[config.mk]
export PLATFORM = sky130hd
export DESIGN_NAME = sd_spi_arbiter
export DESIGN_NICKNAME = d
export VERILOG_FILES = /design/src/rtl/sd_spi_pkg.sv /design/src/rtl/spi_byte_engine.sv /design/src/rtl/sd_spi_arbiter.sv
export SDC_FILE = /design/constraint.sdc
export NUM_CORES = 1
export LEC_CHECK = 0
export CAP_MARGIN = 10
export CORE_MARGIN = 3
export CORE_UTILIZATION = 23
export DETAILED_ROUTE_END_ITERATION = 10
export PLACE_DENSITY = 0.38
export SYNTH_ARGS = -nofsm -noshare
export SYNTH_HDL_FRONTEND = slang
export SYNTH_HIERARCHICAL = 1
export SYNTH_SLANG_ARGS = --single-unit
[constraint.sdc]
create_clock -name clk -period 4.45 [get_ports clk]
set_clock_uncertainty 0.2 [all_clocks]
set_input_delay 1.1125 -clock clk [delete_from_list [all_inputs] [get_ports clk]]
set_output_delay 1.1125 -clock clk [all_outputs]
set_load 0.1 [all_outputs]
[src/rtl/sd_spi_pkg.sv]
// Shared types and constants for the SD-card SPI arbiter and its byte engine.
package sd_spi_pkg;

    // Byte engine states; the engine is idle between bytes.
    typedef enum logic [1:0] {
        ST_IDLE  = 2'd0,
        ST_LOAD  = 2'd1,
        ST_SHIFT = 2'd2,
        ST_DONE  = 2'd3
    } eng_state_t;

    // clk cycles per SCK half-period when the parent does not override it.
    localparam int CLK_DIV_DEFAULT = 2;

    // Bus levels while nothing is being transferred.
    localparam logic       SCK_IDLE    = 1'b0;
    localparam logic       MOSI_IDLE   = 1'b1;
    localparam logic       CS_N_IDLE   = 1'b1;
    localparam logic [7:0] RDATA_RESET = 8'hFF;

endpackage

[src/rtl/spi_byte_engine.sv]
// SPI mode-0 byte engine: one LOAD cycle, 16*CLK_DIV SHIFT cycles, one DONE cycle.
module spi_byte_engine
    import sd_spi_pkg::*;
#(
    parameter int CLK_DIV = CLK_DIV_DEFAULT
)(
    input  logic       clk,
    input  logic       reset,
    input  logic       i_start,
    input  logic [7:0] i_data,
    input  logic       i_miso,
    output logic       o_sck,
    output logic       o_mosi,
    output logic [7:0] o_rx,
    output logic       o_idle,
    output logic       o_active,
    output logic       o_done
);

    localparam logic [3:0] DIV_LAST = 4'(CLK_DIV - 1);

    eng_state_t r_state;
    eng_state_t w_state_next;
    logic [3:0] r_div;
    logic       r_phase;     // 0 = SCK low half, 1 = SCK high half
    logic [2:0] r_bit;
    logic [6:0] r_tx;        // bits still to send after the one on MOSI
    logic [7:0] r_rx;
    logic       r_sck;
    logic       r_mosi;
    logic       w_tick;
    logic       w_last_bit;

    assign w_tick     = (r_div == DIV_LAST);
    assign w_last_bit = (r_bit == 3'd7);

    // State register.
    always_ff @(posedge clk) begin
        if (reset) r_state <= ST_IDLE;
        else       r_state <= w_state_next;
    end

    // Next-state logic: a byte ends on the falling SCK edge of bit 7.
    always_comb begin
        w_state_next = r_state;
        unique case (r_state)
            ST_IDLE:  if (i_start) w_state_next = ST_LOAD;
            ST_LOAD:  w_state_next = ST_SHIFT;
            ST_SHIFT: if (w_tick && r_phase && w_last_bit) w_state_next = ST_DONE;
            ST_DONE:  w_state_next = ST_IDLE;
            default:  w_state_next = ST_IDLE;
        endcase
    end

    // Divider, bit counter and shift registers; MOSI only moves as SCK falls.
    always_ff @(posedge clk) begin
        if (reset) begin
            r_div   <= '0;
            r_phase <= 1'b0;
            r_bit   <= '0;
            r_tx    <= '0;
            r_rx    <= '0;
            r_sck   <= SCK_IDLE;
            r_mosi  <= MOSI_IDLE;
        end else begin
            unique case (r_state)
                ST_IDLE: begin
                    r_div   <= '0;
                    r_phase <= 1'b0;
                    r_bit   <= '0;
                    r_sck   <= SCK_IDLE;
                    if (i_start) begin
                        r_tx   <= i_data[6:0];
                        r_mosi <= i_data[7];
                    end else begin
                        r_mosi <= MOSI_IDLE;
                    end
                end
                ST_LOAD: begin
                    r_div   <= '0;
                    r_phase <= 1'b0;
                    r_bit   <= '0;
                end
                ST_SHIFT: begin
                    if (w_tick) begin
                        r_div <= '0;
                        if (!r_phase) begin
                            r_phase <= 1'b1;
                            r_sck   <= 1'b1;
                            r_rx    <= {r_rx[6:0], i_miso};
                        end else begin
                            r_phase <= 1'b0;
                            r_sck   <= 1'b0;
                            if (w_last_bit) begin
                                r_mosi <= MOSI_IDLE;
                            end else begin
                                r_bit  <= r_bit + 3'd1;
                                r_mosi <= r_tx[6];
                                r_tx   <= {r_tx[5:0], 1'b0};
                            end
                        end
                    end else begin
                        r_div <= r_div + 4'd1;
                    end
                end
                ST_DONE: begin
                    r_sck  <= SCK_IDLE;
                    r_mosi <= MOSI_IDLE;
                end
                default: begin
                    r_sck  <= SCK_IDLE;
                    r_mosi <= MOSI_IDLE;
                end
            endcase
        end
    end

    assign o_sck    = r_sck;
    assign o_mosi   = r_mosi;
    assign o_rx     = r_rx;
    assign o_idle   = (r_state == ST_IDLE);
    assign o_active = (r_state == ST_LOAD) || (r_state == ST_SHIFT);
    assign o_done   = (r_state == ST_DONE);

endmodule

[src/rtl/sd_spi_arbiter.sv]
// Two-requester SD-card SPI arbiter: ownership, one-deep pending slots, result routing.
module sd_spi_arbiter
    import sd_spi_pkg::*;
#(
    parameter int CLK_DIV = CLK_DIV_DEFAULT,
    parameter int B_PRIO  = 1
)(
    input  logic       clk,
    input  logic       reset,
    input  logic       a_cs_n,
    input  logic       a_req,
    input  logic [7:0] a_wdata,
    output logic [7:0] a_rdata,
    output logic       a_busy,
    output logic       a_ack,
    input  logic       b_cs_n,
    input  logic       b_req,
    input  logic [7:0] b_wdata,
    output logic [7:0] b_rdata,
    output logic       b_busy,
    output logic       b_ack,
    output logic       owner,
    output logic       owned,
    output logic       sd_cs_n,
    output logic       sd_sck,
    output logic       sd_mosi,
    input  logic       sd_miso
);

    // Requester index 0 = A, 1 = B.
    logic            r_owned;
    logic            r_owner;
    logic [1:0]      w_cs_n;
    logic [1:0]      w_req;
    logic [1:0][7:0] w_wdata;
    logic [1:0]      w_pend;
    logic [1:0][7:0] w_pdata;
    logic [1:0][7:0] w_rdata;
    logic [1:0]      w_is_owner;
    logic [1:0]      w_busy;
    logic [1:0]      w_req_ok;
    logic [1:0]      w_claim;
    logic [1:0]      w_ack;
    logic            w_other;
    logic            w_pick_b;
    logic            w_start;
    logic [7:0]      w_start_data;
    logic            w_release;
    logic            w_eng_idle;
    logic            w_eng_active;
    logic            w_eng_done;
    logic [7:0]      w_eng_rx;

    assign w_cs_n  = {b_cs_n, a_cs_n};
    assign w_req   = {b_req, a_req};
    assign w_wdata = {b_wdata, a_wdata};
    assign w_other = ~r_owner;

    // The owner starts a byte straight from its request, or from a byte parked earlier.
    assign w_start      = r_owned && w_eng_idle && (w_pend[r_owner] || w_req_ok[r_owner]);
    assign w_start_data = w_pend[r_owner] ? w_pdata[r_owner] : w_wdata[r_owner];

    // An owner request in IDLE starts a byte instead of releasing.
    assign w_release = r_owned && w_cs_n[r_owner] && w_eng_idle
                       && !w_pend[r_owner] && !w_req_ok[r_owner];

    assign w_pick_b = w_claim[1] && ((B_PRIO != 0) || !w_claim[0]);

    generate
        for (genvar gi = 0; gi < 2; gi++) begin : g_req
            logic       r_pend;
            logic [7:0] r_pdata;
            logic [7:0] r_rdata;

            assign w_is_owner[gi] = r_owned && (r_owner == 1'(gi));
            assign w_busy[gi]     = r_pend || (w_is_owner[gi] && w_eng_active);
            assign w_req_ok[gi]   = w_req[gi] && !w_busy[gi];
            assign w_claim[gi]    = !w_cs_n[gi] || w_req_ok[gi] || r_pend;
            assign w_ack[gi]      = w_is_owner[gi] && w_eng_done;
            assign w_pend[gi]     = r_pend;
            assign w_pdata[gi]    = r_pdata;
            // The fresh byte shows on rdata in the same cycle as ack.
            assign w_rdata[gi]    = w_ack[gi] ? w_eng_rx : r_rdata;

            // Pending slot: parks a byte the engine cannot take right now.
            always_ff @(posedge clk) begin
                if (reset) begin
                    r_pend  <= 1'b0;
                    r_pdata <= '0;
                end else if (w_start && w_is_owner[gi] && r_pend) begin
                    r_pend <= 1'b0;
                end else if (w_req_ok[gi] && !(w_is_owner[gi] && w_eng_idle)) begin
                    r_pend  <= 1'b1;
                    r_pdata <= w_wdata[gi];
                end
            end

            // Holds the last received byte; only this requester's completions touch it.
            always_ff @(posedge clk) begin
                if (reset)          r_rdata <= RDATA_RESET;
                else if (w_ack[gi]) r_rdata <= w_eng_rx;
            end
        end
    endgenerate

    // Ownership: claim when free, release or hand over when the owner is quiet.
    always_ff @(posedge clk) begin
        if (reset) begin
            r_owned <= 1'b0;
            r_owner <= 1'b0;
        end else if (!r_owned) begin
            if (|w_claim) begin
                r_owned <= 1'b1;
                r_owner <= w_pick_b;
            end
        end else if (w_release) begin
            if (w_claim[w_other]) r_owner <= w_other;
            else                  r_owned <= 1'b0;
        end
    end

    spi_byte_engine #(
        .CLK_DIV (CLK_DIV)
    ) u_engine (
        .clk      (clk),
        .reset    (reset),
        .i_start  (w_start),
        .i_data   (w_start_data),
        .i_miso   (sd_miso),
        .o_sck    (sd_sck),
        .o_mosi   (sd_mosi),
        .o_rx     (w_eng_rx),
        .o_idle   (w_eng_idle),
        .o_active (w_eng_active),
        .o_done   (w_eng_done)
    );

    assign sd_cs_n = r_owned ? w_cs_n[r_owner] : CS_N_IDLE;
    assign owner   = r_owner;
    assign owned   = r_owned;
    assign a_rdata = w_rdata[0];
    assign b_rdata = w_rdata[1];
    assign a_busy  = w_busy[0];
    assign b_busy  = w_busy[1];
    assign a_ack   = w_ack[0];
    assign b_ack   = w_ack[1];

endmodule

; ---- After elaboration in Yosys (flattened, before gate mapping)
; Index checks and enable logic that the tools add are counted.
[totals]
word_cells = 144
reg_bits = 63
output_inout_bits = 25
[classes]
n_lt_le_gt_ge = 2
addsub = 2
n_eq_ne = 12
muxes = 47
bitwise_logic = 4
n_reduce_logical = 61
[ops]
columns = cell, n
row1 = 8-bit two-way mux, 7
row2 = 7-bit two-way mux, 4
row3 = 1-bit logical AND, 24
row4 = 1-bit two-way mux, 23
row5 = 7-bit one-hot mux with 2 select lines, 1
row6 = "2-bit by 1-bit != test with 1-bit output, second input constant", 5
row7 = 2-bit AND reduction, 5
row8 = 2-bit OR reduction, 5
row9 = 3-bit two-way mux, 3
row10 = 3-bit AND reduction, 3
row11 = 1-bit zero test, 8
row12 = 1-bit logical OR, 8
row13 = 2-bit one-hot mux with 4 select lines, 1
row14 = 4-bit one-hot mux with 2 select lines, 1
row15 = 2-bit nonzero test, 4
row16 = 3-bit one-hot mux with 2 select lines, 1
row17 = 5-bit AND reduction, 1
row18 = "4-bit by 1-bit adder with 4-bit output, second input constant", 1
row19 = "2-bit equality test, second input constant", 2
row20 = "4-bit by 1-bit equality test with 1-bit output, second input constant", 1
row21 = "1-bit by 2-bit < comparator with 1-bit output, second input constant", 2
row22 = 2-bit two-way mux, 2
row23 = 4-bit two-way mux, 1
row24 = "2-bit != test, second input constant", 2
row25 = 9 further kinds, 13

; ---- Depth between registers and ports, before layout
; Gate-level depths: netlist of the first run.
[depth]
word_depth = 14
depth_mapped = 10
depth_no_buf = 9

; ---- Hierarchy
; Netlist of the first run, hierarchy kept.
[by_module_without_submodules]
columns = module, area_each_um2, seq_area_each_um2, cells_each, instances
row1 = sd_spi_arbiter, 1828.0, 720.7, 185, 1
row2 = spi_byte_engine, 1362.6, 540.5, 139, 1

; ---- Least setup slack after synthesis of the first run
; No wires, ideal clock.
[synth_path]
path_kind = flip-flop to output port
startpoint = register r_owner, in the netlist owner
endpoint = output port sd_cs_n
n_path_buf = 1
setup_slack_ps = 1019
required_ps = 3138
path_stages_with_launch = 4
t_arrival_ps = 2118
path_cell_list = dfxtp_1 buf_6 mux2i_2 nand2_1
[synth_via]
elab_chain_cells = 3
[synth_rtl]
columns = element, line_no
row1 = "start, declared", sd_spi_arbiter.sv:32  ; logic r_owner;
row2 = "start signal, assigned", sd_spi_arbiter.sv:114  ; r_owner <= w_pick_b;
row3 = "start signal, assigned", sd_spi_arbiter.sv:117  ; if (w_claim[w_other]) r_owner <= w_other;
row4 = 1-bit two-way mux (not written as such) (2 in a row), sd_spi_arbiter.sv:138  ; assign sd_cs_n = r_owned ? w_cs_n[r_owner] : CS_N_IDLE;
row5 = 1-bit two-way mux, sd_spi_arbiter.sv:138
row6 = "end, declared", sd_spi_arbiter.sv:24  ; output logic sd_cs_n,
; No other way between the ends. The select of a mux whose other input is x is not followed.

; ---- Final worst setup path of the first run
[layout_path]
startpoint = input port a_cs_n
endpoint = output port sd_cs_n
[layout_via]
elab_chain_cells = 3
[layout_rtl]
columns = element, line_no
row1 = "start, declared", sd_spi_arbiter.sv:10  ; input logic a_cs_n,
row2 = 1-bit two-way mux (not written as such) (2 in a row), sd_spi_arbiter.sv:138
row3 = 1-bit two-way mux, sd_spi_arbiter.sv:138
; No other way between the ends. The select of a mux whose other input is x is not followed.

==> key figures, run 1 <==
CTS
  • CTS buffer count: 9
  • CTS tree: built
  • PostCTS Resize Cnt: 0
  • CTS root buf: clkbuf_16
  • Hold buffers post-CTS: 0
  • Clk pin slew, worst setup/hold paths: 50 ps
  • Setup bufs post-CTS: 0
  • Clock Latency Late Sink: 320 ps
  • CTS Buffer Depth: 2
  • H-Tree Level Count: 3
  • Clock sinks: 63

Global route
  • GRT overflow: 0
  • First-pass GRT wire length: 12000 um
  • Vias in the first global route: 2285
  • Initial antenna violation count: 0
  • Tot GR Track Use: 10.1%
  • Pin count of the biggest net entering global routing: 48

Final layout
  • Final Instance Count excl. Fillers: 544
  • Layout cell share with drive strength beyond 1: 25.0%
  • FILL cells: 1410
  • Final nets: 398
  • Area grow syn2layout: 26.4%
  • Ant diodes: 0

Timing
  • Total negative slack: 0 ps
  • Period utilization: 78.4%
  • Slew Viols, Final: 0
  • Hold Vio Cnt, Final: 0
  • Worst setup margin: 960 ps
  • Least-Margin Pin Slew: 1040 ps
  • Max Fclk: 0.286 GHz
  • RSZ-0062 raised after global routing: no
  • Final setup fails: 0
  • Rel. slew slack: 30.4%
  • Worst Hold Slack: 274 ps
  • Period minus WS final: 3490 ps

Synth
  • Ys async rst share: 0%
  • Yosys top cell area share: 39.5%
  • FF+latch count, synth: 63
  • Mapped Area: 0.00319 mm2
  • Syn_nets: 358
  • Post-synthesis instance total: 324
  • Post-synth top area cell: dfxtp_1
  • Post-synth top cells: 63 x dfxtp_1, 40 x mux2i_1, 35 x nor2_1
  • Post-synth EDFFs: 0
  • Ys flop type: dfxtp_1
  • Most numerous cell in the Yosys netlist: dfxtp_1
  • Cell variety after synth: 46
  • Register area share after synthesis: 39.5%
  • Area contributors post-synth: dfxtp_1 40%, mux2i_1 13%, mux2_2 6.0%
  • Mapped Avg Cell Area: 9.85 um2
  • Ys Warns: 6

Power
  • Leakage Power: 1.62 nW
  • VDD IR max: 223 uV
  • Power density over the cells: 551 mW/mm2

Drt
  • Pre-antenna DRT Iters: 4
  • Vias per cell: 4.34
  • Via count: 2362
  • DRT iter0 DRCs: 100
  • Final WL: 7290 um
  • Drt drc: 0
  • Routed Antenna Nets: 0
  • Wire length per cell: 13.4 um

Setup path
  • Critical Path AT: 2180 ps
  • R2r setup slk: 1710 ps
  • Origin of the critical flop-to-flop path: owner
  • Maximum fanout along the worst path: 2
  • FF-to-FF End: u_engine/r_tx[2]
  • CP Launch Type: input pin
  • CP endpoint kind: output port
  • CP startpoint: a_cs_n
  • Worst R2R Path Depth: 9
  • WP data required: 3140 ps
  • Worst setup path endpoint: sd_cs_n
  • Critical path class: in2out

Min path
  • Hold Crit Class: reg2reg
  • Worst Hold Depth: 2

Floorplan
  • I/O pin total: 48
  • Starting Density: 23.8%
  • Die Wd: 124 um
  • Die Footprint: 0.0153 mm2
  • FP Rows: 42
  • Die H: 124 um
  • Core Footprint: 0.0134 mm2

Placed design
  • Placed instance count: 529
  • GP Congestion: 0.703
  • Port bufs: 47
  • Pre-CTS setup slack: 956 ps
  • HPWL after DPL: 5110 um

Job
  • MaxCap Viol Count: 0

Status
  • Status: finished, final reports clean
## per-layer routing
| metal | global-route usage, % | share of wire (%) |
|---|---|---|
| met1 | 14.5 | 52 |
| met3 | 2.63 | 2.6 |
| met5 | 0 | 0 |
| met2 | 14.5 | 44 |
| met4 | 3.94 | 1.3 |
## how the worst min path moves through the flow
stage	from	endpoint	slack, ps
2_1_floorplan	u_engine/r_bit[1]	u_engine/r_bit[1]	250
3_3_place_gp	u_engine/r_bit[1]	u_engine/r_bit[1]	260
3_5_place_dp	u_engine/r_bit[1]	u_engine/r_bit[1]	260
4_1_cts	u_engine/r_bit[1]	u_engine/r_bit[1]	270
5_1_grt	u_engine/r_bit[2]	u_engine/r_bit[2]	300
6_report	u_engine/r_bit[1]	u_engine/r_bit[1]	270
## metrics by stage
step	area, um2	util, %	total power [mW]
floorplan	3190	-	1.38
global placement	3730	27.9	1.54
detailed placement	3730	27.9	1.54
CTS	4030	30.1	2.25
global route	4030	30.1	2.36
finish	4030	30.1	2.22
## cell usage in the layout (no fill, tap or decap), drive strengths merged, types with 6 or more instances in the layout
master,count
nand3,6
buf,28
a21oi,26
clkbuf,12
dfxtp,63
mux2i,41
clkdlybuf4s50,23
a211oi,13
inv,10
or2,18
a311oi,6
nand2b,6
nor2,35
nor2b,13
mux2,18
nand2,7
ha,11
## report_power, final
group          total, mW  leakage [nW]  switching (mW)  internal [mW]
sequential         0.699         0.514          0.0663          0.633
combinational      0.826         0.961           0.528          0.298
clock              0.696         0.145           0.237          0.459
total               2.22          1.62           0.831           1.39
## final cells by class
class                      count  area (um2)  share of cell area, %
clock buffer                  12         256                   6.36
sequential                    63        1260                   31.3
multi-input combinational    229        1780                   44.0
timing repair buffer          51         438                   10.9
clock inverter                 3        42.5                   1.06
tap                          176         220                   5.46
inverter                      10        37.5                  0.931
## registers in the layout (all words and copies together), names as in the netlist, 2 cells and up
| name | flops |
|---|---|
| g_req.r_pdata | 16 |
| u_engine/r_div | 4 |
| u_engine/o_rx | 8 |
| g_req.r_rdata | 16 |
| g_req.r_pend | 2 |
| u_engine/r_state | 2 |
| u_engine/r_bit | 3 |
| u_engine/r_tx | 7 |
## worst max-delay path, stage by stage
cell,delay (ps)
clkdlybuf4s50_1,440
mux2i_2,260
nand2_1,100
buf_4,260
## cells by family after synthesis
group / Yosys count / share of synthesized area, %
buffers and inverters: 32 / 5.06
AO/OA/AOI/OAI: 59 / 14.0
adder cells (fa/ha/maj): 11 / 4.31
multiplexers: 59 / 19.5
XOR/XNOR: 3 / 0.824
AND/OR/NAND/NOR: 97 / 16.8
flip-flops: 63 / 39.5
Note: power is estimated with default switching activity, not from simulation.
==> inputs of run 2 (changes only) <==
Clock period 4.45 ns to 3.25 ns, I/O delays scaled along.
==> run 2 against run 1 <==
Core utilization up 2.4 points. Register-to-register slack worse by 1100 ps. Sequential cell count did not move. Via count grew 2.8%. Global-route usage up 0.43 points. Critical path type is now reg2out.
==> key figures, run 2 (synthesis results as in run 1) <==
Setup path
  • Maximum fanout along the worst path: 6
  • Critical path class: reg2out
  • CP endpoint kind: output port
  • WP data required: 2240 ps
  • CP Launch Type: flop
  • Critical Path AT: 1880 ps

Drt
  • Via count: 2427
  • Wire length per cell: 13.6 um
  • Vias per cell: 4.41
  • Pre-antenna DRT Iters: 4
  • Routed Antenna Nets: 0
  • Final WL: 7470 um
  • DRT iter0 DRCs: 72
  • Drt drc: 0

Power
  • Internal: 2.05 mW
  • Power density over the cells: 736 mW/mm2
  • Leakage Power: 1.78 nW
  • Sequential power share: 29.0%
  • Switching part of the total: 36.2%
  • Tot Pwr: 3.20 mW
  • Power share of the clock group: 32.5%
  • VDD IR max: 313 uV
  • Gate power share: 38.5%
  • P_sw: 1.16 mW

Global route
  • First-pass GRT wire length: 12400 um
  • Vias in the first global route: 2417
  • Tot GR Track Use: 10.6%
  • Pin count of the biggest net entering global routing: 39
  • GRT overflow: 0
  • Initial antenna violation count: 0

CTS
  • CTS Buffer Depth: 2
  • CTS root buf: clkbuf_16
  • Clock Latency Late Sink: 320 ps
  • Clock sinks: 63
  • PostCTS Resize Cnt: 0
  • CTS buffer count: 9
  • Setup bufs post-CTS: 0
  • Clk pin slew, worst setup/hold paths: 50 ps
  • Hold buffers post-CTS: 0
  • CTS tree: built
  • H-Tree Level Count: 3

Final layout
  • Commonest cells after routing, fill and taps aside: 63 x dfxtp_1, 40 x mux2i_1, 35 x nor2_1
  • Commonest non-fill, non-tap cell in the layout: dfxtp_1
  • Final Instance Count excl. Fillers: 550
  • Final nets: 403
  • Ant diodes: 0
  • Layout cell share with drive strength beyond 1: 26.5%
  • Final core occ: 32.5%
  • Area grow syn2layout: 36.4%

Job
  • MaxCap Viol Count: 0

Timing
  • RSZ-0062 raised after global routing: no
  • Least-Margin Pin Slew: 1040 ps
  • Max Fclk: 0.345 GHz
  • Final setup fails: 0
  • Rel. slew slack: 30.8%
  • Period utilization: 89.1%
  • Total negative slack: 0 ps
  • Slew Viols, Final: 0
  • Hold Vio Cnt, Final: 0
  • Period minus WS final: 2890 ps

Placed design
  • GP Congestion: 0.726
  • Placed instance count: 534
  • HPWL after DPL: 5280 um
  • Port bufs: 47

Floorplan
  • Die Wd: 124 um
  • Core Footprint: 0.0134 mm2
  • Starting Density: 23.8%
  • Die Footprint: 0.0153 mm2
  • I/O pin total: 48
  • Die H: 124 um
  • FP Rows: 42

Status
  • Status: finished, final reports clean

Min path
  • Hold Crit Class: reg2reg
==> run 2: area by class of cell <==
class,count,area (um2)
well taps,176,220
repair buffers,56,733
inverters,10,37.5
fillers,1377,9050
multi-input cells,229,1780
clock inverters,3,65.1
clock buffers,13,260
flip-flops and latches,63,1260
==> run 2: power groups by stage <==
| stage | combinational, mW | clock (mW) | sequential, mW |
|---|---|---|---|
| after CTS | 1.24 | 1.08 | 0.931 |
| after global routing | 1.33 | 1.11 | 0.943 |
| after detailed placement | 1.24 | 0 | 0.945 |
| after global placement | 1.23 | 0 | 0.945 |
| after floorplan | 0.909 | 0 | 0.980 |
| final | 1.23 | 1.04 | 0.930 |
==> run 2: worst max-delay path, cell delays in order (launching register included) <==
cell,delay (ps)
dfxtp_1,420
inv_1,120
ha_1,460
nand3b_1,160
nand2_1,100
buf_4,290
==> run 2: stage by stage <==
step           hold WS [ps]  worst slack, ps  area, um2
6_report                272              355       4350
5_1_grt                 294              189       4350
4_1_cts                 275              301       4350
3_5_place_dp            266              245       4030
3_3_place_gp            258              302       4030
2_1_floorplan           250              119       3190
==> run 2: worst paths after layout <==
| path | slack, ps | startpoint | cells past startpoint | to |
|---|---|---|---|---|
| max | 360 | u_engine/r_state[0] | 5 | a_busy |
| min reg2reg | 270 | u_engine/r_bit[2] | 2 | u_engine/r_bit[2] |
| min | 270 | u_engine/r_bit[2] | 2 | u_engine/r_bit[2] |
| max reg2reg | 630 | u_engine/r_state[0] | 6 | g_req[0].r_pdata[2] |
==> run 2: routing by layer <==
| layer | vias up | GRT usage [%] | routed length, um |
|---|---|---|---|
| met5 | - | 0 | 0 |
| met4 | 0 | 4.15 | 104 |
| met3 | 7 | 3.13 | 228 |
| met2 | 28 | 15.7 | 3430 |
| met1 | 1162 | 14.4 | 3710 |
| li1 | 1230 | - | - |
